[src/rtl/matrix_gram_engine.sv]
// Captures a ROW_SIZE x COL_SIZE matrix A from the upstream read stream, then
// streams out the Gram product C = A*A^T one entry at a time on a valid/ready port.
module matrix_gram_engine #(
  parameter int WORD_SIZE = 2,
  parameter int ROW_SIZE  = 2,
  parameter int COL_SIZE  = 2,
  parameter int ADDR_SIZE = ROW_SIZE * COL_SIZE,
  parameter int ACC_SIZE  = 5,
  localparam int IDX_W    = (ROW_SIZE > 1) ? $clog2(ROW_SIZE) : 1
) (
  input  logic                 clk,
  input  logic                 rst,
  input  logic [WORD_SIZE-1:0] in_data,
  input  logic                 in_direction,
  input  logic [ADDR_SIZE-1:0] in_addr,
  output logic [ACC_SIZE-1:0]  out_data,
  output logic [IDX_W-1:0]     out_row,
  output logic [IDX_W-1:0]     out_col,
  output logic                 out_valid,
  input  logic                 out_ready,
  output logic                 out_last,
  output logic                 busy,
  output logic                 overrun
);

  localparam int K_W = (COL_SIZE > 1) ? $clog2(COL_SIZE) : 1;
  localparam int N   = ROW_SIZE * COL_SIZE;
  localparam logic [ADDR_SIZE:0] N_EXT  = (ADDR_SIZE + 1)'(N);
  localparam logic [IDX_W-1:0]   I_LAST = IDX_W'(ROW_SIZE - 1);
  localparam logic [K_W-1:0]     K_LAST = K_W'(COL_SIZE - 1);

  typedef enum logic [1:0] {CAPTURE, COMPUTE, OUTPUT} state_t;

  state_t               state;
  logic [WORD_SIZE-1:0] a_mem [ROW_SIZE][COL_SIZE];
  logic [N-1:0]         mask;
  logic [ACC_SIZE-1:0]  acc;
  logic [IDX_W-1:0]     i_idx;
  logic [IDX_W-1:0]     j_idx;
  logic [K_W-1:0]       k_idx;

  logic                 wr_req;
  logic [IDX_W-1:0]     wr_row;
  logic [K_W-1:0]       wr_col;
  logic [N-1:0]         mask_next;
  logic [ACC_SIZE-1:0]  acc_next;

  // NOTE: every signal gets a value on every path through this block, so no latches.
  always_comb begin
    wr_req    = in_direction && ({1'b0, in_addr} < N_EXT);
    wr_row    = IDX_W'(in_addr / ADDR_SIZE'(COL_SIZE));
    wr_col    = K_W'(in_addr % ADDR_SIZE'(COL_SIZE));
    mask_next = mask | (N'(1) << in_addr);
    acc_next  = acc + ACC_SIZE'(a_mem[i_idx][k_idx]) * ACC_SIZE'(a_mem[j_idx][k_idx]);
  end

  // NOTE: the matrix store is reset too, so a reset mid-run can never leak old
  // elements into the next product; non-blocking assignments throughout.
  always_ff @(posedge clk or posedge rst) begin
    if (rst) begin
      state     <= CAPTURE;
      mask      <= '0;
      acc       <= '0;
      i_idx     <= '0;
      j_idx     <= '0;
      k_idx     <= '0;
      out_data  <= '0;
      out_row   <= '0;
      out_col   <= '0;
      out_valid <= 1'b0;
      out_last  <= 1'b0;
      busy      <= 1'b0;
      overrun   <= 1'b0;
      for (int r = 0; r < ROW_SIZE; r++)
        for (int c = 0; c < COL_SIZE; c++)
          a_mem[r][c] <= '0;
    end else begin
      case (state)
        CAPTURE: begin
          if (wr_req) begin
            a_mem[wr_row][wr_col] <= in_data;
            if (&mask_next) begin
              mask  <= '0;
              acc   <= '0;
              i_idx <= '0;
              j_idx <= '0;
              k_idx <= '0;
              busy  <= 1'b1;
              state <= COMPUTE;
            end else begin
              mask <= mask_next;
            end
          end
        end

        COMPUTE: begin
          if (wr_req) overrun <= 1'b1;
          if (k_idx == K_LAST) begin
            out_data  <= acc_next;
            out_row   <= i_idx;
            out_col   <= j_idx;
            out_valid <= 1'b1;
            out_last  <= (i_idx == I_LAST) && (j_idx == I_LAST);
            acc       <= '0;
            k_idx     <= '0;
            state     <= OUTPUT;
          end else begin
            acc   <= acc_next;
            k_idx <= k_idx + K_W'(1);
          end
        end

        OUTPUT: begin
          if (wr_req) overrun <= 1'b1;
          if (out_valid && out_ready) begin
            out_valid <= 1'b0;
            out_last  <= 1'b0;
            // j is the inner index; i advances when j wraps.
            if (j_idx == I_LAST) begin
              j_idx <= '0;
              i_idx <= (i_idx == I_LAST) ? '0 : i_idx + IDX_W'(1);
            end else begin
              j_idx <= j_idx + IDX_W'(1);
            end
            if (out_last) begin
              busy  <= 1'b0;
              state <= CAPTURE;
            end else begin
              state <= COMPUTE;
            end
          end
        end

        default: state <= CAPTURE;
      endcase
    end
  end

endmodule

[config.mk]
export PLATFORM = sky130hd
export DESIGN_NAME = matrix_gram_engine
export DESIGN_NICKNAME = d
export VERILOG_FILES = /design/src/rtl/matrix_gram_engine.sv
export SDC_FILE = /design/constraint.sdc
export NUM_CORES = 1
export LEC_CHECK = 0
export ABC_AREA = 0
export BUFFER_PORTS_ARGS = -buffer_cell sky130_fd_sc_hd__buf_4
export CAP_MARGIN = 20
export CORE_ASPECT_RATIO = 0.75
export CORE_UTILIZATION = 49
export CTS_CLUSTER_SIZE = 20
export DETAILED_ROUTE_END_ITERATION = 8
export GPL_TIMING_DRIVEN = 0
export PLACE_DENSITY = 0.8
export SYNTH_ARGS = -nofsm -noshare
export SYNTH_HDL_FRONTEND = slang
export SYNTH_SLANG_ARGS = --single-unit
[constraint.sdc]
create_clock -name clk -period 3.57 [get_ports clk]
set_input_delay 0.1785 -clock clk [delete_from_list [all_inputs] [get_ports clk]]
set_output_delay 0.1785 -clock clk [all_outputs]
set_load 0.02 [all_outputs]
Word-level counts from Yosys, hierarchy flattened

Cells that the tools add are included.

Add/subtract/negate cells: 4
$mul: 1
Div/mod/pow operators: 0
Magnitude comparators: 8
Equality and inequality tests: 8
Shift-type cells: 1
Muxes and demuxes: 49
Bitwise logic cells: 6
Reduce and logical (&&, ||, !) cells: 20

Operator list:

| operator                                                              | number |
|---|---|
| 4-bit 2-to-1 mux                                                      | 8 |
| 2-bit 2-to-1 mux                                                      | 11 |
| 1-bit 2-to-1 mux                                                      | 16 |
| 5-bit 2-to-1 mux                                                      | 3 |
| 2-bit inequality test (second input constant)                         | 6 |
| 1-bit case mux with 2 select lines                                    | 6 |
| 4-bit AND reduction                                                   | 3 |
| 2-bit >= comparator (second input constant)                           | 5 |
| 1-bit inverter with 2-bit output                                      | 5 |
| 5-bit case mux with 2 select lines                                    | 1 |
| 5-bit AND reduction                                                   | 2 |
| 8-bit bitwise mux                                                     | 1 |
| 2-bit case mux with 3 select lines                                    | 1 |
| 2-bit AND reduction                                                   | 3 |
| 3-bit AND reduction                                                   | 2 |
| 2-bit nonzero test                                                    | 3 |
| 5-bit by 4-bit adder with 5-bit output                                | 1 |
| 1-bit logical AND                                                     | 5 |
| 4-bit demux with 1-bit select                                         | 1 |
| 2-bit by 1-bit < comparator with 1-bit output (second input constant) | 2 |
| 4-bit by 3-bit < comparator with 1-bit output (second input constant) | 1 |
| 2-bit by 2-bit multiplier with 4-bit output                           | 1 |
| 4-bit bitwise OR                                                      | 1 |
| 1-bit by 4-bit << shifter with 4-bit output (first input constant)    | 1 |
| 6 further kinds                                                       | 8 |

Flip-flop bits (word level): 33
Bits in latches: 0
Bits in writable memories: 0
ROM bits: 0
Input port bits: 10
Output and inout bits: 11
Logic and storage cells: 114
Memories: 0

Logic depth before layout (Yosys ltp)

Word-level depth: 11
Mapped depth: 9
Mapped depth without buffers: 8

Least setup slack after synthesis

OpenSTA, ideal clock, no wires.

Path type: register -> register
Start point: reg j_idx
End point: reg out_data[3]
Library setup time: 0.125 ns
Arrival time: 2.669 ns
Data required time: 3.445 ns
Slack: 0.777 ns
Stages on the path, launching flop included: 9
Buffers on the path: 1
Period minus slack after synthesis: 2.793 ns
Cell sequence: dfrtp_1 -> clkbuf_1 -> mux4_2 -> and2_1 -> fa_1 -> ha_1 -> fa_1 -> xor2_1 -> mux2_2

Cells in the longest elaborated chain, start to end: 9

RTL lines:

| what                                                   | RTL line | source |
|---|---|---|
| start: declaration                                     | 39       | `logic [IDX_W-1:0] j_idx;` |
| start signal: assignment                               | 123      | `j_idx <= j_idx + IDX_W'(1);` |
| 1-bit inverter with 2-bit output (implied by the code) | 54       | `acc_next = acc + ACC_SIZE'(a_mem[i_idx][k_idx]) * ACC_SIZE'(a_mem[j_idx][k_idx]);` |
| 4-bit 2-to-1 mux (implied by the code) (3 in a row)    | 54       |  |
| 2-bit 2-to-1 mux (implied by the code) (3 in a row)    | 54       |  |
| 2-bit by 2-bit multiplier with 4-bit output            | 54       |  |
| 5-bit by 4-bit adder with 5-bit output                 | 54       |  |
| end signal: assignment                                 | 99       | `out_data <= acc_next;` |
| end: declaration                                       | 16       | `output logic [ACC_SIZE-1:0] out_data,` |

No other way between the ends. The select of a mux whose other input is x is not followed.
A chain may end at the register's enable or synchronous reset.

Worst setup path in the final report

Ends and elaborated chain as after synthesis.

==> impl_metrics.env <==
export IMPL_synth_ff_type="dfrtp_1"
export IMPL_gr_total_overflow=0
export IMPL_slowest_stage="mux4_2"
export IMPL_cts_tree="built"
export IMPL_path_clk_slew_ns=0.07
export IMPL_ir_worst_vdd_mv=0.332
export IMPL_power_density_mw_per_mm2=776
export IMPL_synth_seq_area_share_pct=45.9
export IMPL_cts_setup_buffers=0
export IMPL_fp_dieArea_mm2=0.00392
export IMPL_hold_path_class="in -> reg"
export IMPL_fin_crit_sh_pct=87.0
export IMPL_remaining_drc_errors=0
export IMPL_track_usage_pct=22.6
export IMPL_synth_edff_count=0
export IMPL_synth_largest_area_cell="dfrtp_1"
export IMPL_antenna_found_initial=0
export IMPL_start_util_pct=52.9
export IMPL_reg2regPathDepth=8
export IMPL_dp_hpwl_um=2800
export IMPL_crit_required_ns=3.75
export IMPL_crit_chain="clkbuf_1 -> mux4_2 -> and2_1 -> fa_1 -> ha_1 -> fa_1 -> xor2_1 -> mux2_2"
export IMPL_r2r_start="j_idx"
export IMPL_synthTopCellsByArea="dfrtp_1 46%, mux2_2 9.4%, ha_1 6.3%"
export IMPL_fp_dieH_um=54.5
export IMPL_min_path_cells=2
export IMPL_viasPerCell=5.70
export IMPL_grt_pass1_vias=1312
export IMPL_worstPathMaxFanout=8
export IMPL_synth_nets=168
export IMPL_yosys_top_cells_count="33 x dfrtp_1, 15 x mux2_2, 10 x inv_1, 9 x ha_1, 9 x nand2_1"
export IMPL_p_sw_share_pct=38.7
export IMPL_area_growth_syn_to_layout_pct=18.5
export IMPL_worstMarginPinSlew_ns=0.439
export IMPL_yosysTopAreaCellShare_pct=45.9
export IMPL_holdPathEnd="a_mem[1]"
export IMPL_ys_types=40
export IMPL_fp_row_count=18
export IMPL_syn_area_mm2=0.00180
export IMPL_critPathKind="reg -> reg"
export IMPL_avgSynthCellArea_um2=12.2
export IMPL_ant_nets=0
export IMPL_die_w_um=72.0
export IMPL_intPower_w=0.00101
export IMPL_crit_family="adder cells"
export IMPL_clk_path_buf_depth=2
export IMPL_grt_max_degree=26
export IMPL_max_slew_margin_rel_pct=70.7
export IMPL_fin_crit_ns=3.11
export IMPL_crit_start="j_idx"
export IMPL_hold_ws_ns=0.149
export IMPL_yosysWarnings=0
export IMPL_critPathLaunchType="register"
export IMPL_p_leak_nw=1.03
export IMPL_synth_most_common_cell="dfrtp_1"
export IMPL_p_clk_share_pct=16.7
export IMPL_cpPeakStageDelay_ns=0.58
export IMPL_maxCapViolations=0
export IMPL_cts_sinks=33
export IMPL_drive_gt1_share_pct=34.5
export IMPL_first_iter_violations=72
export IMPL_cts_made_buffers=5
export IMPL_detail_route_wl_per_cell_um=16.3
export IMPL_power_frac_comb_pct=45.5
export IMPL_finalMaxSlewViolations=0
export IMPL_numPortBuffers=20
export IMPL_synth_async_reset_ratio_pct=100
export IMPL_endpoint_kind="register"
export IMPL_tns_ns=0
export IMPL_wirelength_um=3710
export IMPL_hold_viol=0
export IMPL_status="finished, final reports clean"
export IMPL_fmax_mhz=322
export IMPL_coreArea_mm2=0.00340
export IMPL_ctsHoldBuffers=1
export IMPL_fin_skew_ns=0.00438
export IMPL_p_switching_w=0.000640
export IMPL_ios=21
export IMPL_seqPwrFrac_pct=37.8
export IMPL_hold_path_startpoint="in_data[1]"
export IMPL_r2r_end="out_data[3]"
export IMPL_htree_levels=2
export IMPL_syn_inst=147
export IMPL_first_pass_iters=4
export IMPL_via_count=1294
export IMPL_grt_setup_unrepaired="no"
export IMPL_cpMostUsedCell="fa_1"
export IMPL_grt_pass1_wl_um=6260
export IMPL_cts_root_buf="clkbuf_8"
export IMPL_nets=197
export IMPL_finalSetupViolCount=0
export IMPL_ctsResizeCount=0
export IMPL_synth_seq_cells=33
export IMPL_gp_congestion=0.860
export IMPL_arrival_ns=3.28
export IMPL_critical_path_buf_inv_count=1
export IMPL_clock_latency_ns=0.29
export IMPL_diodes=0
export IMPL_r2r_slack_ns=0.46
==> kinds of logic (layout without fill, tap and decap cells) <==
kind of cell,count (synthesis),in the layout,synth area share [%]
compound gates,37,37,17.0
flops,33,33,45.9
simple gates,32,32,10.1
mux,20,20,14.9
buf+inv,12,42,2.57
fa+ha+maj,11,11,8.48
xor+xnor,2,2,0.973
==> power by group through the flow <==
stage                     combinational (W)  clock (W)  sequential, W
after detailed placement           0.000755          0       0.000633
final                              0.000754   0.000276       0.000625
after CTS                          0.000759   0.000283       0.000627
after global placement             0.000703          0       0.000614
after global routing               0.000827   0.000299       0.000641
after floorplan                    0.000497          0       0.000652
==> stage by stage <==
stage,setup slack [ns],utilization (%),total power (W),instance area (um2),cells
2_1_floorplan,0.777,-,0.00115,1800,147
3_3_place_gp,0.615,59.2,0.00132,2010,217
3_5_place_dp,0.468,60.0,0.00139,2040,218
4_1_cts,0.450,62.7,0.00167,2130,227
5_1_grt,0.335,62.7,0.00177,2130,227
6_report,0.463,62.7,0.00166,2130,227
==> layout make-up <==
type                       instances  area (um2)
fill                             284        1270
inverter                          10        37.5
multi-input combinational        102         928
buffer                             2        8.76
clock buffer                       6        72.6
clock inverter                     2        10.0
tap                               50        62.6
timing repair buffer              22         188
sequential                        33         826
==> sequential cells by signal (all words and copies together), names as in the netlist <==
register   cells
out_data       5
j_idx          1
state          2
a_mem          8
out_last       1
overrun        1
acc            5
mask           4
busy           1
out_col        1
out_valid      1
out_row        1
i_idx          1
k_idx          1
==> layer usage <==
| layer | share of wire (%) | GRT usage (%) |
|---|---|---|
| met5 | 0 | 0 |
| met4 | 1.5 | 10.5 |
| met3 | 6.2 | 7.18 |
| met2 | 49 | 36.9 |
| met1 | 43 | 28.0 |
==> worst max-delay path by stage <==
stage	to	slack, ns	depth (start not counted)
floorplan	out_data[3]	0.78	8
global placement	out_data[3]	0.62	8
detailed placement	out_data[3]	0.47	8
CTS	out_data[3]	0.45	8
global route	out_data[3]	0.34	8
finish	out_data[3]	0.46	8
==> worst reg2reg max path, cell delays in order, from the launching register on <==
cell and delay, ns:
dfrtp_1 0.33, clkbuf_1 0.35, mux4_2 0.58, and2_1 0.20
fa_1 0.47, ha_1 0.25, fa_1 0.39, xor2_1 0.17
mux2_2 0.26
==> cells in the final DEF, fill, tap and decap left out, types with 2 or more instances in the layout <==
cell type and count:
dfrtp_1 33, buf_4 20, mux2_2 15, inv_1 10
nand2_1 9, ha_1 9, a22o_1 7, a21oi_1 7
nor2_1 6, and2_1 5, clkbuf_8 5, nand3_1 4
mux4_2 4, a21oi_2 3, a21o_1 3, o21ai_0 3
nand2b_1 2, nor3b_2 2, clkbuf_1 2, fa_1 2
clkinv_2 2
Note: power is estimated with default switching activity, not from simulation.
